## src/rtl/core_control_fsm.sv

```systemverilog
// Purpose: multicycle RV32I sequencer (FETCH/DECODE/EXECUTE/MEM/WRITEBACK/TRAP) over one shared memory port.
// Latency: with 1-cycle memory, branch 3, ALU/JAL/CSR/store 4, load 5 cycles per instruction.
// Backpressure: FETCH/MEM hold mem_req until mem_ack; a bounded wait (MEM_TIMEOUT) turns into an access-fault trap.
module core_control_fsm #(
  parameter int MEM_TIMEOUT = 255
) (
  input  logic        clk,
  input  logic        rst,
  input  logic [6:0]  opcode,
  input  logic [2:0]  func3,
  input  logic [11:0] funct12,
  input  logic        trap_pending,
  input  logic        mem_ack,
  output logic        mem_req,
  output logic        mem_we,
  output logic        mem_sel,
  output logic        ir_we,
  output logic        alu_out_we,
  output logic        reg_we,
  output logic        csr_we,
  output logic        pc_we,
  output logic        trap_take,
  output logic        trap_finish,
  output logic [3:0]  trap_cause,
  output logic        retire,
  output logic [2:0]  state
);

  typedef enum logic [2:0] {
    S_FETCH     = 3'd0,
    S_DECODE    = 3'd1,
    S_EXECUTE   = 3'd2,
    S_MEM       = 3'd3,
    S_WRITEBACK = 3'd4,
    S_TRAP      = 3'd5
  } state_t;

  localparam logic [6:0] OPC_LUI      = 7'b0110111;
  localparam logic [6:0] OPC_AUIPC    = 7'b0010111;
  localparam logic [6:0] OPC_JAL      = 7'b1101111;
  localparam logic [6:0] OPC_JALR     = 7'b1100111;
  localparam logic [6:0] OPC_BRANCH   = 7'b1100011;
  localparam logic [6:0] OPC_LOAD     = 7'b0000011;
  localparam logic [6:0] OPC_STORE    = 7'b0100011;
  localparam logic [6:0] OPC_OP_IMM   = 7'b0010011;
  localparam logic [6:0] OPC_OP       = 7'b0110011;
  localparam logic [6:0] OPC_MISC_MEM = 7'b0001111;
  localparam logic [6:0] OPC_SYSTEM   = 7'b1110011;

  localparam logic [11:0] F12_ECALL  = 12'h000;
  localparam logic [11:0] F12_EBREAK = 12'h001;
  localparam logic [11:0] F12_MRET   = 12'h302;
  localparam logic [11:0] F12_WFI    = 12'h105;

  localparam logic [3:0] CAUSE_IFETCH  = 4'd1;
  localparam logic [3:0] CAUSE_ILLEGAL = 4'd2;
  localparam logic [3:0] CAUSE_BREAK   = 4'd3;
  localparam logic [3:0] CAUSE_LDFAULT = 4'd5;
  localparam logic [3:0] CAUSE_STFAULT = 4'd7;
  localparam logic [3:0] CAUSE_ECALL   = 4'd11;
  // Interrupts share code 11; the CSR unit tells them apart by its own pending flag.
  localparam logic [3:0] CAUSE_IRQ     = 4'hB;

  // Counter only needs to hold MEM_TIMEOUT-1, the last waiting cycle before giving up.
  localparam int CNT_W = (MEM_TIMEOUT > 1) ? $clog2(MEM_TIMEOUT) : 1;
  localparam logic [CNT_W-1:0] TO_LAST = (MEM_TIMEOUT > 0) ? CNT_W'(MEM_TIMEOUT - 1) : '0;

  state_t           state_q, state_d;
  logic [CNT_W-1:0] cnt_q, cnt_d;
  logic [3:0]       cause_q, cause_d;

  logic is_store;
  logic is_priv;
  logic timeout;
  logic legal;

  assign is_store = (opcode == OPC_STORE);
  assign is_priv  = (opcode == OPC_SYSTEM) && (func3 == 3'b000);
  assign timeout  = (MEM_TIMEOUT != 0) && (cnt_q == TO_LAST);
  assign state    = state_q;

  // Opcode legality check used in DECODE.
  always_comb begin
    legal = 1'b0;
    case (opcode)
      OPC_LUI, OPC_AUIPC, OPC_JAL, OPC_JALR, OPC_BRANCH, OPC_LOAD,
      OPC_STORE, OPC_OP_IMM, OPC_OP, OPC_MISC_MEM: legal = 1'b1;
      OPC_SYSTEM: legal = (func3 != 3'b000) ||
                          (funct12 == F12_ECALL) || (funct12 == F12_EBREAK) ||
                          (funct12 == F12_MRET)  || (funct12 == F12_WFI);
      default: legal = 1'b0;
    endcase
  end

  // State, wait counter and latched trap cause registers.
  always_ff @(posedge clk) begin
    if (rst) begin
      state_q <= S_FETCH;
      cnt_q   <= '0;
      cause_q <= '0;
    end else begin
      state_q <= state_d;
      cnt_q   <= cnt_d;
      cause_q <= cause_d;
    end
  end

  // Next-state logic; the wait counter restarts on every state change.
  always_comb begin
    state_d = state_q;
    cause_d = cause_q;
    case (state_q)
      S_FETCH: begin
        if (mem_ack) begin
          state_d = S_DECODE;
        end else if (timeout) begin
          state_d = S_TRAP;
          cause_d = CAUSE_IFETCH;
        end
      end
      S_DECODE: begin
        if (trap_pending) begin
          state_d = S_TRAP;
          cause_d = CAUSE_IRQ;
        end else if (!legal) begin
          state_d = S_TRAP;
          cause_d = CAUSE_ILLEGAL;
        end else begin
          state_d = S_EXECUTE;
        end
      end
      S_EXECUTE: begin
        case (opcode)
          OPC_LOAD, OPC_STORE:        state_d = S_MEM;
          OPC_BRANCH, OPC_MISC_MEM:   state_d = S_FETCH;
          OPC_LUI, OPC_AUIPC, OPC_JAL, OPC_JALR,
          OPC_OP, OPC_OP_IMM:         state_d = S_WRITEBACK;
          OPC_SYSTEM: begin
            if (func3 != 3'b000) begin
              state_d = S_WRITEBACK;
            end else if (funct12 == F12_MRET || funct12 == F12_WFI) begin
              state_d = S_FETCH;
            end else if (funct12 == F12_ECALL) begin
              state_d = S_TRAP;
              cause_d = CAUSE_ECALL;
            end else if (funct12 == F12_EBREAK) begin
              state_d = S_TRAP;
              cause_d = CAUSE_BREAK;
            end else begin
              state_d = S_TRAP;
              cause_d = CAUSE_ILLEGAL;
            end
          end
          default: begin
            state_d = S_TRAP;
            cause_d = CAUSE_ILLEGAL;
          end
        endcase
      end
      S_MEM: begin
        if (mem_ack) begin
          state_d = is_store ? S_FETCH : S_WRITEBACK;
        end else if (timeout) begin
          state_d = S_TRAP;
          cause_d = is_store ? CAUSE_STFAULT : CAUSE_LDFAULT;
        end
      end
      S_WRITEBACK: state_d = S_FETCH;
      S_TRAP:      state_d = S_FETCH;
      default:     state_d = S_FETCH;
    endcase

    cnt_d = (state_d == state_q) ? cnt_q + 1'b1 : '0;

    if (rst) begin
      state_d = S_FETCH;
      cnt_d   = '0;
    end
  end

  // Output strobes decoded from the current state; everything is held low during reset.
  always_comb begin
    mem_req     = 1'b0;
    mem_we      = 1'b0;
    mem_sel     = 1'b0;
    ir_we       = 1'b0;
    alu_out_we  = 1'b0;
    reg_we      = 1'b0;
    csr_we      = 1'b0;
    pc_we       = 1'b0;
    trap_take   = 1'b0;
    trap_finish = 1'b0;
    trap_cause  = 4'd0;
    retire      = 1'b0;
    if (!rst) begin
      case (state_q)
        S_FETCH: begin
          mem_req = 1'b1;
          ir_we   = mem_ack;
        end
        S_EXECUTE: begin
          alu_out_we = 1'b1;
          if (opcode == OPC_BRANCH || opcode == OPC_MISC_MEM ||
              (is_priv && (funct12 == F12_MRET || funct12 == F12_WFI))) begin
            pc_we  = 1'b1;
            retire = 1'b1;
          end
          trap_finish = is_priv && (funct12 == F12_MRET);
        end
        S_MEM: begin
          mem_req = 1'b1;
          mem_sel = 1'b1;
          mem_we  = is_store;
          if (mem_ack && is_store) begin
            pc_we  = 1'b1;
            retire = 1'b1;
          end
        end
        S_WRITEBACK: begin
          reg_we = 1'b1;
          pc_we  = 1'b1;
          retire = 1'b1;
          csr_we = (opcode == OPC_SYSTEM);
        end
        S_TRAP: begin
          trap_take  = 1'b1;
          pc_we      = 1'b1;
          trap_cause = cause_q;
        end
        default: ;
      endcase
    end
  end

endmodule

```

## config.mk

```make
export PLATFORM = sky130hd
export DESIGN_NAME = core_control_fsm
export DESIGN_NICKNAME = d
export VERILOG_FILES = /design/src/rtl/core_control_fsm.sv
export SDC_FILE = /design/constraint.sdc
export NUM_CORES = 1
export LEC_CHECK = 0
export CORE_ASPECT_RATIO = 0.5
export CORE_MARGIN = 1.5
export CORE_UTILIZATION = 31
export DETAILED_ROUTE_END_ITERATION = 10
export GPL_TIMING_DRIVEN = 1
export PLACE_DENSITY = 0.64
export SLEW_MARGIN = 0
export SYNTH_ARGS = -nofsm -noshare
export SYNTH_HDL_FRONTEND = slang
export SYNTH_SLANG_ARGS = --single-unit
export TNS_END_PERCENT = 10
```

## constraint.sdc

```tcl
create_clock -name clk -period 5.8 [get_ports clk]
set_input_delay 0.58 -clock clk [delete_from_list [all_inputs] [get_ports clk]]
set_output_delay 0.58 -clock clk [all_outputs]
set_load 0.1 [all_outputs]
```

==> results by stage <==
Logic synthesis:
- A synthesized cell averages 8.163 um2.
- Synthesis produced a netlist with a net count of 196.
- Synthesis instantiated 59 different standard cells from the library.
- The number of enable flip-flop cells after synthesis is 0.
- The most instantiated flip-flop cell in the synthesis netlist is sky130_fd_sc_hd__dfxtp_1.
- The number of synthesis warnings is 0.
- Summing every instance area after synthesis gives roughly 1400 um2.
- The share of synthesized registers carrying an async set or reset is 0.
- The number of register bits inferred by synthesis is 15.
- The post-synthesis instance total is around 170.
- The post-synthesis sequential area ratio is 0.2190.

Route:
- In the final routed layout, each cell accounts on average for 14.11 um.
- The detail-routed via count per cell is 5.460.
- The count of TritonRoute iterations in the first routing pass is 4.
- Wires add up to around 3.7 mm.
- After detailed routing, the number of remaining DRC violations is 0.
- The count of nets left with antenna violations once routing finished came out at 0.
- The first routing iteration left slightly below 100 violations.
- The routed layout has 1447 vias.

Power:
- The total power per unit cell area is 164.5 nW/um2.
- The worst-case IR drop observed on VDD is ~0.1 mV.
- The analysis attributes to cell leakage a power of 0.6041 nW.
- The post-layout total power is around 0.00031 W.

Floorplanning:
- The floorplan die area is 4856 um2.
- The starting density of the core is 0.3374.
- In this run the horizontal extent of the chip is slightly below 100 um.
- The core footprint is 4064 um2.
- The boundary pin count is 44.
- The die boundary height is 50.03 um.
- Row generation in the floorplan step produced 16 rows.

Cells and area:
- The net total in the final layout is 240.
- Summing all non-filler instances in the final layout gives an area of 1908 um2.
- The number of diodes added for antenna fixing is 0.
- Relative to the synthesized area, the layout overhead comes to 39.14%.
- After filler insertion, the fill cell instance count of the layout stands at 403.
- The fraction of layout instances using a drive strength above 1 is 0.1232.

Timing:
- The clock arrives with 7.011 ps of skew.
- For the finished layout, the period the worst path requires is 4287 ps.
- For the pin with the worst max-slew slack, the measured transition is a little under 1000 ps.
- The number of max-slew violations in the final report is 0.
- Based on the critical path, the design can be clocked at up to about 230 MHz.
- The relative max-transition margin is 0.3472.
- Of the available clock period, the critical path in the final layout requires 0.7391.
- Setup repair after global routing left no endpoint under its margin.
- Setup violations remaining at the end of the flow were counted as 0.
- In the final timing run, aggregate negative setup slack is 0 ps.
- The final-report hold violation count is 0.

Critical path:
- The worst setup path is launched from an input pin.
- Together, buffers and inverters on the worst path number 2.
- For this design, the slowest cell found on the critical path is sky130_fd_sc_hd__clkdlybuf4s50_1.
- The maximum fanout along the worst path is 6.
- Traced cell by cell, the critical path runs through clkdlybuf4s50_1 -> or3_1 -> or3_4 -> or2_2 -> a2bb2oi_1 -> a21oi_1 -> or2_2 -> clkdlybuf4s50_1.
- STA puts the critical path data required time at 5220 ps.
- STA classifies the critical path endpoint as an output pin.
- On the worst path, the slowest cell contributes a delay of 1120 ps.
- The kind of critical path is in -> out.
- The beginning of the critical path is opcode[2].
- The startpoint identified for the worst register-to-register timing path is state[1].
- For the worst setup path, the data arrival time is 3710 ps.
- Broken down by cell family, the worst path's largest delay share belongs to buffers and inverters.

GRT:
- The initial antenna violation count was 0.
- The total grt overflow is 0.
- The global-route total usage across every layer is 0.1523.
- The via count of the first global-routing pass is 1267.
- The global-route wire length before repair is roughly 6 mm.
- Entering global routing, the biggest net connects 17 pins.

CTS:
- Post-CTS timing repair inserted 0 buffers for setup.
- The number of CTS-inserted buffers is 3.
- The number of clock sinks is 15.
- The number of gates resized after CTS was 0.
- The TritonCTS clock tree is yes.
- The longest clock path from root to sink contains 2 buffers.
- Clock-pin slew was measured on the worst setup and hold paths at ~60 ps.
- The latest clock arrival within the worst-skew pair is 260 ps.
- The total number of H-tree levels is 1.
- The hold-fix buffer count after cts is 0.
- The cell sitting at the root of the clock tree is a sky130_fd_sc_hd__clkbuf_8.

Placed design:
- At the end of routability-driven placement, the weighted congestion stood at 0.8612.
- In this run the tool buffered the top-level ports with 43 buffer cells.
- The HPWL after detailed placement is between 2 and 3 mm.
- The instance area after placement is roughly 1900 um2.

Run:
- The max-cap check violation count is 0.

Min path:
- The start point of the worst min-delay path is cause_q[1].
- The path class of the tightest hold or removal check is reg -> reg.

Outcome:
- The flow ran to the end, and the final reports show no timing, DRC or antenna violations.
==> synth_stat cells, types with 3 or more instances <==
master / count / area (um2)
sky130_fd_sc_hd__nand2_1: 8 / 30.03
sky130_fd_sc_hd__dfxtp_1: 15 / 300.3
sky130_fd_sc_hd__nor4_1: 3 / 18.77
sky130_fd_sc_hd__nor3_1: 16 / 80.08
sky130_fd_sc_hd__mux2i_1: 4 / 40.04
sky130_fd_sc_hd__xnor2_1: 4 / 35.03
sky130_fd_sc_hd__or3_1: 3 / 18.77
sky130_fd_sc_hd__and2_1: 5 / 31.28
sky130_fd_sc_hd__inv_1: 5 / 18.77
sky130_fd_sc_hd__nor2b_1: 3 / 18.77
sky130_fd_sc_hd__nor2_1: 12 / 45.04
sky130_fd_sc_hd__o21ai_0: 8 / 40.04
sky130_fd_sc_hd__or2_2: 3 / 18.77
sky130_fd_sc_hd__clkbuf_1: 3 / 11.26
sky130_fd_sc_hd__a21oi_1: 3 / 15.01
sky130_fd_sc_hd__nand2b_1: 11 / 68.82
sky130_fd_sc_hd__nand3_1: 7 / 35.03
sky130_fd_sc_hd__xor2_1: 3 / 26.28
==> registers in the layout, summed over array words and instances (netlist names) <==
signal and flops:
cause_q 4, cnt_q 8, state 3
==> through the flow <==
step           setup WS [ps]    util  std cells  hold slack (ps)
6_report                1513  0.4695        265            473.7
5_1_grt                 1387  0.4695        265            491.4
4_1_cts                 1511  0.4695        265            476.7
3_5_place_dp            1516  0.4575        261            466.2
3_3_place_gp            1545  0.4575        261            456.1
2_1_floorplan          317.7       -        168            444.5
==> cell families after synthesis <==
| logic type | after synthesis | synth area share |
|---|---|---|
| flops | 15 | 0.2190 |
| mux | 5 | 0.03923 |
| simple gates | 97 | 0.4507 |
| fa+ha+maj | 2 | 0.01825 |
| buf+inv | 9 | 0.02554 |
| compound gates | 33 | 0.2026 |
| xor+xnor | 7 | 0.04471 |
==> cells in the final DEF, fill, tap and decap left out, types with 3 or more instances in the layout <==
cell type / netlist / final
sky130_fd_sc_hd__a21oi_1: 3 / 3
sky130_fd_sc_hd__and2_1: 5 / 5
sky130_fd_sc_hd__clkbuf_8: 0 / 3
sky130_fd_sc_hd__clkdlybuf4s50_1: 0 / 43
sky130_fd_sc_hd__dfxtp_1: 15 / 15
sky130_fd_sc_hd__inv_1: 5 / 5
sky130_fd_sc_hd__mux2i_1: 4 / 4
sky130_fd_sc_hd__nand2_1: 8 / 8
sky130_fd_sc_hd__nand2b_1: 11 / 11
sky130_fd_sc_hd__nand3_1: 7 / 7
sky130_fd_sc_hd__nor2_1: 12 / 12
sky130_fd_sc_hd__nor2b_1: 3 / 3
sky130_fd_sc_hd__nor3_1: 16 / 16
sky130_fd_sc_hd__o21ai_0: 8 / 8
sky130_fd_sc_hd__or2_2: 3 / 3
sky130_fd_sc_hd__or3_1: 3 / 3
sky130_fd_sc_hd__xnor2_1: 4 / 4
sky130_fd_sc_hd__xor2_1: 3 / 3
==> layer usage <==
metal | global-route usage | share of wire
met5 | 0 | 0
met4 | 0.02899 | 0
met2 | 0.2424 | 0.46
met1 | 0.2136 | 0.50
met3 | 0.03262 | 0.037
==> worst paths after layout <==
path | to | slack (ps) | depth (start not counted)
setup / recovery | pc_we | 1510 | 8
hold / removal | cause_q[1] | 470 | 2
setup reg to reg | cnt_q[2] | 3480 | 6
hold reg to reg | cause_q[1] | 470 | 2
==> layout make-up <==
| type | count | area [um2] | area share |
|---|---|---|---|
| timing repair buffer | 43 | 430.4 | 0.2256 |
| multi-input combinational | 144 | 1042 | 0.5462 |
| clock buffer | 3 | 41.29 | 0.02164 |
| inverter | 5 | 18.77 | 0.009836 |
| sequential | 15 | 300.3 | 0.1574 |
| clock inverter | 1 | 7.507 | 0.003934 |
| tap | 54 | 67.56 | 0.03541 |
==> power breakdown <==
group,total [W],internal (W),switching [W]
combinational,0.000108,0.0000418,0.0000666
clock,0.0000915,0.0000484,0.0000431
sequential,0.000114,0.000107,0.00000659
total,0.000314,0.000198,0.000116
==> worst reg2reg max path, stage by stage, from the launching register on <==
cell and delay, ps:
sky130_fd_sc_hd__dfxtp_1 500, sky130_fd_sc_hd__nor2b_1 340, sky130_fd_sc_hd__nand2b_1 180, sky130_fd_sc_hd__nor4b_1 490, sky130_fd_sc_hd__a211oi_2 130, sky130_fd_sc_hd__mux2i_2 460, sky130_fd_sc_hd__nor3_1 100
No activity file was read; power rests on OpenSTA's default activity.
